## src/rtl/fetch_pkg.sv

```systemverilog
`default_nettype none
// ============================================================================
// fetch_pkg : shared types and constants for the instruction-fetch stage
// Revision  : 1.0
// ============================================================================
package fetch_pkg;

    localparam logic [31:0] FETCH_RESET_PC = 32'h8000_0000;

    typedef enum logic [1:0] {
        ST_IDLE  = 2'd0,
        ST_REQ   = 2'd1,
        ST_DRAIN = 2'd2,
        ST_HOLD  = 2'd3
    } fetch_state_e;

    typedef enum logic [1:0] {
        NONE         = 2'd0,
        ACCESS_FAULT = 2'd1,
        MISALIGNED   = 2'd2
    } fetch_cause_e;

endpackage
`default_nettype wire

```

## src/rtl/fetch_if.sv

```systemverilog
`default_nettype none
// ============================================================================
// fetch_if : instruction-memory req/ack bus plus the decode valid/ready bus
// Revision : 1.0
// ============================================================================
interface fetch_if #(
    parameter int XLEN = 32
);
    logic            imem_req;
    logic [XLEN-1:0] imem_addr;
    logic            imem_ack;
    logic [31:0]     imem_rdata;
    logic            imem_err;

    logic            if_valid;
    logic            if_ready;
    logic [31:0]     if_instr;
    logic [XLEN-1:0] if_pc;
    logic [1:0]      if_cause;

    modport master (
        output imem_req, imem_addr,
        input  imem_ack, imem_rdata, imem_err,
        output if_valid, if_instr, if_pc, if_cause,
        input  if_ready
    );

    modport slave (
        input  imem_req, imem_addr,
        output imem_ack, imem_rdata, imem_err,
        input  if_valid, if_instr, if_pc, if_cause,
        output if_ready
    );
endinterface
`default_nettype wire

```

## src/rtl/m_fetch_buffer.sv

```systemverilog
`default_nettype none
// ============================================================================
// m_fetch_buffer : one-entry instr/pc/cause register with load, pop and flush
// Revision       : 1.0
// ============================================================================
module m_fetch_buffer
    import fetch_pkg::*;
#(
    parameter int XLEN = 32
) (
    input  wire logic            clk,
    input  wire logic            rst_n,
    input  wire logic            i_load,
    input  wire logic            i_pop,
    input  wire logic            i_flush,
    input  wire logic [31:0]     i_instr,
    input  wire logic [XLEN-1:0] i_pc,
    input  wire logic [1:0]      i_cause,
    output logic                 o_valid,
    output logic      [31:0]     o_instr,
    output logic      [XLEN-1:0] o_pc,
    output logic      [1:0]      o_cause
);

    logic            valid_q, valid_d;
    logic [31:0]     instr_q, instr_d;
    logic [XLEN-1:0] pc_q,    pc_d;
    logic [1:0]      cause_q, cause_d;

    // Flush dominates so a redirect always empties the entry.
    always_comb begin
        valid_d = valid_q;
        instr_d = instr_q;
        pc_d    = pc_q;
        cause_d = cause_q;
        if (i_flush) begin
            valid_d = 1'b0;
        end else if (i_load) begin
            valid_d = 1'b1;
            instr_d = i_instr;
            pc_d    = i_pc;
            cause_d = i_cause;
        end else if (i_pop) begin
            valid_d = 1'b0;
        end
    end

    always_ff @(posedge clk) begin
        if (!rst_n) begin
            valid_q <= 1'b0;
            instr_q <= '0;
            pc_q    <= '0;
            cause_q <= NONE;
        end else begin
            valid_q <= valid_d;
            instr_q <= instr_d;
            pc_q    <= pc_d;
            cause_q <= cause_d;
        end
    end

    assign o_valid = valid_q;
    assign o_instr = instr_q;
    assign o_pc    = pc_q;
    assign o_cause = cause_q;

endmodule
`default_nettype wire

```

## src/rtl/m_fetch_unit.sv

```systemverilog
`default_nettype none
// ============================================================================
// m_fetch_unit : PC register, single-outstanding imem fetch FSM, decode buffer
// Option       : FETCH_MISALIGN_CHK_EN traps misaligned PCs without fetching
// Revision     : 1.0
// ============================================================================
module m_fetch_unit
    import fetch_pkg::*;
#(
    parameter int              XLEN     = 32,
    parameter logic [XLEN-1:0] RESET_PC = XLEN'(FETCH_RESET_PC)
) (
    input  wire logic            clk,
    input  wire logic            rst_n,
    input  wire logic [XLEN-1:0] pc_next,
    input  wire logic            redirect,
    input  wire logic            wfi_req,
    output logic      [XLEN-1:0] pc_ff,
    output logic      [XLEN-1:0] pc_plus_4,
    fetch_if.master              bus
);

    fetch_state_e    state_q, state_d;
    logic [XLEN-1:0] pc_q, pc_d;
    logic [XLEN-1:0] addr_q, addr_d;
    logic            req_q, req_d;

    logic            w_ack_live;
    logic            w_launch_ok;
    logic            w_misalign;
    logic            buf_load, buf_pop;
    logic [31:0]     buf_instr;
    logic [XLEN-1:0] buf_pc;
    fetch_cause_e    buf_cause;

`ifdef FETCH_MISALIGN_CHK_EN
    assign w_misalign = (pc_q[1:0] != 2'b00);
`else
    assign w_misalign = 1'b0;
`endif

    // No launch in a redirect cycle: pc_q still holds the stale target then.
    assign w_ack_live  = (state_q == ST_REQ) && bus.imem_ack;
    assign w_launch_ok = (state_q == ST_IDLE) && !wfi_req && !redirect;

    always_ff @(posedge clk) begin
        if (!rst_n) begin
            state_q <= ST_IDLE;
        end else begin
            state_q <= state_d;
        end
    end

    always_comb begin
        state_d = state_q;
        case (state_q)
            ST_IDLE:  if (w_launch_ok) state_d = w_misalign ? ST_HOLD : ST_REQ;
            ST_REQ: begin
                if (bus.imem_ack)  state_d = redirect ? ST_IDLE : ST_HOLD;
                else if (redirect) state_d = ST_DRAIN;
            end
            ST_DRAIN: if (bus.imem_ack) state_d = ST_IDLE;
            ST_HOLD:  if (redirect || bus.if_ready) state_d = ST_IDLE;
            default:  state_d = ST_IDLE;
        endcase
    end

    // The request stays asserted through DRAIN so the memory sees a full handshake.
    always_comb begin
        pc_d      = (redirect || w_ack_live) ? pc_next : pc_q;
        req_d     = (state_d == ST_REQ) || (state_d == ST_DRAIN);
        addr_d    = addr_q;
        if ((state_q == ST_IDLE) && (state_d == ST_REQ)) begin
            addr_d = {pc_q[XLEN-1:2], 2'b00};
        end
        buf_load  = (w_ack_live && !redirect) || (w_launch_ok && w_misalign);
        buf_pop   = (state_q == ST_HOLD) && bus.if_ready;
        buf_instr = bus.imem_rdata;
        buf_pc    = addr_q;
        buf_cause = bus.imem_err ? ACCESS_FAULT : NONE;
        if (state_q == ST_IDLE) begin
            buf_instr = '0;
            buf_pc    = pc_q;
            buf_cause = MISALIGNED;
        end
    end

    always_ff @(posedge clk) begin
        if (!rst_n) begin
            pc_q   <= RESET_PC;
            addr_q <= '0;
            req_q  <= 1'b0;
        end else begin
            pc_q   <= pc_d;
            addr_q <= addr_d;
            req_q  <= req_d;
        end
    end

    m_fetch_buffer #(
        .XLEN (XLEN)
    ) u_buffer (
        .clk     (clk),
        .rst_n   (rst_n),
        .i_load  (buf_load),
        .i_pop   (buf_pop),
        .i_flush (redirect),
        .i_instr (buf_instr),
        .i_pc    (buf_pc),
        .i_cause (buf_cause),
        .o_valid (bus.if_valid),
        .o_instr (bus.if_instr),
        .o_pc    (bus.if_pc),
        .o_cause (bus.if_cause)
    );

    assign pc_ff         = pc_q;
    assign pc_plus_4     = pc_q + XLEN'(4);
    assign bus.imem_req  = req_q;
    assign bus.imem_addr = addr_q;

endmodule
`default_nettype wire
```

## src/flat_wrapper.sv

```systemverilog
// flat-port wrapper written by rule: the top's interface ports become plain ports
module m_fetch_unit_flat import fetch_pkg::*;
#(
    parameter int              XLEN     = 32,
    parameter logic [XLEN-1:0] RESET_PC = XLEN'(FETCH_RESET_PC)
)
  (clk, rst_n, pc_next, redirect, wfi_req, pc_ff, pc_plus_4, bus_imem_req, bus_imem_addr, bus_imem_ack, bus_imem_rdata, bus_imem_err, bus_if_valid, bus_if_instr, bus_if_pc, bus_if_cause, bus_if_ready);
  fetch_if #(.XLEN(XLEN)) bus_i ();
  input  wire logic clk;
  input  wire logic rst_n;
  input  wire logic [XLEN-1:0] pc_next;
  input  wire logic redirect;
  input  wire logic wfi_req;
  output logic      [XLEN-1:0] pc_ff;
  output logic      [XLEN-1:0] pc_plus_4;
  output wire logic [$bits(bus_i.imem_req)-1:0] bus_imem_req;
  output wire logic [$bits(bus_i.imem_addr)-1:0] bus_imem_addr;
  input wire logic [$bits(bus_i.imem_ack)-1:0] bus_imem_ack;
  input wire logic [$bits(bus_i.imem_rdata)-1:0] bus_imem_rdata;
  input wire logic [$bits(bus_i.imem_err)-1:0] bus_imem_err;
  output wire logic [$bits(bus_i.if_valid)-1:0] bus_if_valid;
  output wire logic [$bits(bus_i.if_instr)-1:0] bus_if_instr;
  output wire logic [$bits(bus_i.if_pc)-1:0] bus_if_pc;
  output wire logic [$bits(bus_i.if_cause)-1:0] bus_if_cause;
  input wire logic [$bits(bus_i.if_ready)-1:0] bus_if_ready;
  assign bus_imem_req = bus_i.imem_req;
  assign bus_imem_addr = bus_i.imem_addr;
  assign bus_i.imem_ack = bus_imem_ack;
  assign bus_i.imem_rdata = bus_imem_rdata;
  assign bus_i.imem_err = bus_imem_err;
  assign bus_if_valid = bus_i.if_valid;
  assign bus_if_instr = bus_i.if_instr;
  assign bus_if_pc = bus_i.if_pc;
  assign bus_if_cause = bus_i.if_cause;
  assign bus_i.if_ready = bus_if_ready;
  m_fetch_unit #(.XLEN(XLEN), .RESET_PC(RESET_PC)) u_core (.clk(clk), .rst_n(rst_n), .pc_next(pc_next), .redirect(redirect), .wfi_req(wfi_req), .pc_ff(pc_ff), .pc_plus_4(pc_plus_4), .bus(bus_i));
endmodule
```

## config.mk

```make
export PLATFORM = sky130hd
export DESIGN_NAME = m_fetch_unit_flat
export DESIGN_NICKNAME = d
export VERILOG_FILES = /design/src/rtl/fetch_pkg.sv /design/src/rtl/fetch_if.sv /design/src/rtl/m_fetch_buffer.sv /design/src/rtl/m_fetch_unit.sv /design/src/flat_wrapper.sv
export SDC_FILE = /design/constraint.sdc
export NUM_CORES = 1
export LEC_CHECK = 0
export CAP_MARGIN = 20
export CORE_UTILIZATION = 43
export DETAILED_ROUTE_END_ITERATION = 10
export HOLD_SLACK_MARGIN = 0.1
export MAX_ROUTING_LAYER = met4
export PLACE_DENSITY = 0.81
export SETUP_SLACK_MARGIN = 0.05
export SYNTH_ARGS = -nofsm -noshare
export SYNTH_HDL_FRONTEND = slang
export SYNTH_SLANG_ARGS = --single-unit
```

## constraint.sdc

```tcl
create_clock -name clk -period 2.63 [get_ports clk]
set_input_delay 0.526 -clock clk [delete_from_list [all_inputs] [get_ports clk]]
set_output_delay 0.526 -clock clk [all_outputs]
set_load 0.02 [all_outputs]
```

==> out/results.md <==
| Quantity | Reported |
|:---|:---|
| Met2 Wirelength | 8.69 mm |
| Compound-cell area share of the yosys netlist | 17.6% |
| Max FO, Critical Path | 3 |
| Skew-Pair Late Insertion Delay | 0.41 ns |
| Cell area after placement | 0.00816 mm2 |
| Cell with the most instances after synthesis | nand2_1 |
| Unrepaired setup endpoints after global routing | true |
| Post-layout nets | 993 |
| Number of synthesized flops with an enable pin | 0 |
| Post-CTS clock slew at the launch and capture registers of the worst setup and hold paths | 0.06 ns |
| Metal1 wirelength | 6.95 mm |
| Proportion of synthesized chip area in sequential cells | 48.1% |
| Slack of the worst reg-to-reg path | 0.52 ns |
| Most instantiated cells after synthesis | 262 x nand2_1, 132 x dfxtp_1, 112 x a21boi_0 |
| Synthesis Warnings | 0 |
| Starting utilization of the core area | 45.0% |
| Post-Route Setup TNS | 0 ns |
| Dominant combinational cell family by area after synthesis | simple AND/OR/NAND/NOR gates |
| Worst-case vdd ir drop | 348 uV |
| Post-synthesis cell type count | 36 |
| Worst hold slack | 0.456 ns |
| Hold Crit Class | reg -> reg |
| Number of antenna violations at the first check in global routing | 0 |
| Actual transition at the worst max-transition pin | 0.617 ns |
| Number of max-slew violations in the final report | 0 |
| Antenna cell count | 0 |
| HPWL after detailed placement | 12.0 mm |
| Iteration-0 DRC count of the detailed router | 365 |
| Global-route usage over all layers | 26.1% |
| Fmax achieved | 392 MHz |
| Fin Clk Skew | 0.00917 ns |
| Via density per instance | 4.96 |
| Pin count of the biggest net entering global routing | 75 |
| Total non-filler cell area in the finished layout | 0.00887 mm2 |
| Classification of the worst setup path | reg -> out |
| Area of the multi-input gates | 0.00269 mm2 |
| Share of the synthesized area in the top cell type | 48.1% |
| Synth-to-layout area growth | 61.4% |
| First-pass GRT wire length | 25.7 mm |
| Vertical die dimension | 115 um |
| Final Critical Period | 2.55 ns |
| Total area of sequential cells | 0.00266 mm2 |
| Port Buffer Count | 232 |
| Number of sinks driven by the clock tree | 132 |
| P_leak | 3.32 nW |
| Outcome | finished, final reports clean |
| Synthesized cell area | 0.00550 mm2 |
| Power Dens Cells | 578 mW/mm2 |
| Required time worst endpoint | 2.10 ns |
| XOR/XNOR share of the synthesized area | 4.46% |
| Number of vias in the routed layout | 5458 |
| Hold Fails Final Rpt | 0 |
| Met3 wire length | 1.00 mm |
| Share of synthesized cell area in full adder, half adder and majority cells | 0.455% |
| Async SR Flop Fraction | 0% |
| Vias in the first global route | 5146 |
| Wire per inst | 15.5 um |
| Root buf cell | clkbuf_16 |
| Tightest slew margin relative to the limit | 58.9% |
| Die Footprint | 0.0132 mm2 |
| Standard-cell rows | 40 |
| Final setup violating endpoints | 0 |
| Dominant cells by area after synthesis | dfxtp_1 48%, nand2_1 18%, a21boi_0 15% |
| Synthesis-stage register bit count | 132 |
| Avg Cell Area, Syn | 8.32 um2 |
| Grt ovf | 0 |
| Max Used Layer | met4 |
| Share of post-route cells with drive strength above 1 | 14.6% |
| Number of fill cells | 981 |
| Number of search-and-repair iterations in the first detailed-routing pass | 5 |
| Die W | 115 um |
| Core region area | 0.0122 mm2 |
| Max capacitance violation total | 0 |
| Number of clock buffers inserted by TritonCTS | 17 |
| # IOs | 235 |
| Proportion of synthesized area in mux cells | 0% |
| H-tree lvl count | 4 |
| Synth Area in Simple Gates | 25.2% |
| Kind of capture point of the worst setup path | output port |
| Crit path launch type | register |
| Post-route fraction of the period consumed by the critical path | 97.1% |
| Cell type contributing the most total cell area after synthesis | dfxtp_1 |
| CTS tree | built |
| Worst-case clock buffer depth | 2 |
| Prevailing post-synth register cell | dfxtp_1 |
| Routability-driven placement congestion ratio | 0.902 |
| Worst EP arrival | 2.03 ns |
| DRC | 0 |
| Final antenna-violating net count | 0 |
| Instance count of the mapped netlist | 661 |
| Total wirelength of the detailed-routed design | 17.1 mm |
## layer usage
| layer | GRT usage, % | vias up |
|---|---|---|
| li1 | - | 2672 |
| met1 | 29.6 | 2524 |
| met2 | 44.4 | 229 |
| met3 | 5.01 | 33 |
| met4 | 11.9 | 0 |
| met5 | - | - |
## per-stage QoR
stage               power (mW)  std cells  setup slack (ns)  util (%)
floorplan                 2.44        662             0.218         -
global placement          2.79       1055            0.0693      66.8
detailed placement        2.81       1055           0.00686      66.8
CTS                       5.16       1096           -0.0506      72.3
global route              5.32       1101           -0.0244      72.7
finish                    5.13       1101            0.0770      72.7
## cell type report
type                       count  area share (%)
clock buffer                  18            4.95
clock inverter                14            1.82
inverter                       3           0.127
multi-input combinational    480            30.3
sequential                   132            29.9
tap                          168            2.37
timing repair buffer         286            30.5
## cells in the final DEF (no fill, tap or decap), types with 7 or more instances in the layout
cell type	instances
and3_1	7
buf_4	53
nand3_1	12
clkdlybuf4s50_1	205
a21boi_0	112
dfxtp_2	10
nand4_1	8
dfxtp_1	122
nand2_1	261
clkbuf_16	17
buf_2	8
a21boi_1	12
xnor2_1	22
## kinds of logic (layout without fill, tap and decap cells)
logic type	count (synthesis)	in the layout
fa+ha+maj	2	2
compound gates	130	130
buf+inv	50	321
flops	132	132
simple gates	318	318
xor+xnor	28	28
other cells	1	2
## power breakdown
| group | leakage, nW | internal, mW | switching [mW] | total [mW] |
|---|---|---|---|---|
| sequential | 1.08 | 2.06 | 0.0509 | 2.11 |
| combinational | 1.95 | 0.325 | 0.328 | 0.653 |
| clock | 0.295 | 1.51 | 0.865 | 2.37 |
## timing repair
item,CTS,global route
pin swaps,5,9
hold buffers,0,0
endpoints found under the setup margin,26,21
resized for setup,86,30
buffers inserted,9,5
## worst max-delay path: stages, from the launching register on
cell     delay, ns
dfxtp_2       0.36
nand4_4       0.15
buf_4         0.18
nor4_4        0.32
buf_4         0.17
nand2_1       0.09
xnor2_2       0.17
buf_2         0.19
## registers in the layout, indices dropped and copies added, names as in the netlist
name / cells
u_core.u_buffer.o_cause: 2
u_core.pc_ff: 32
u_core.u_buffer.o_valid: 1
u_core.u_buffer.o_instr: 32
u_core.u_buffer.o_pc: 32
u_core.state_q: 2
u_core.bus.imem_req: 1
u_core.bus.imem_addr: 30
## path summary, 6_finish.rpt
path                                                 to  depth (start not counted)                                   from
setup / recovery                          pc_plus_4[19]                          7          u_core.pc_ff[13]$_SDFFE_PN0P_
hold reg to reg   u_core.u_buffer.o_pc[14]$_SDFFE_PN0P_                          2  u_core.u_buffer.o_pc[14]$_SDFFE_PN0P_
setup reg to reg   u_core.bus.imem_addr[2]$_SDFFE_PN0P_                          8           u_core.state_q[1]$_SDFF_PN0_
hold / removal    u_core.u_buffer.o_pc[14]$_SDFFE_PN0P_                          2  u_core.u_buffer.o_pc[14]$_SDFFE_PN0P_
(Power assumes the default switching activity.)
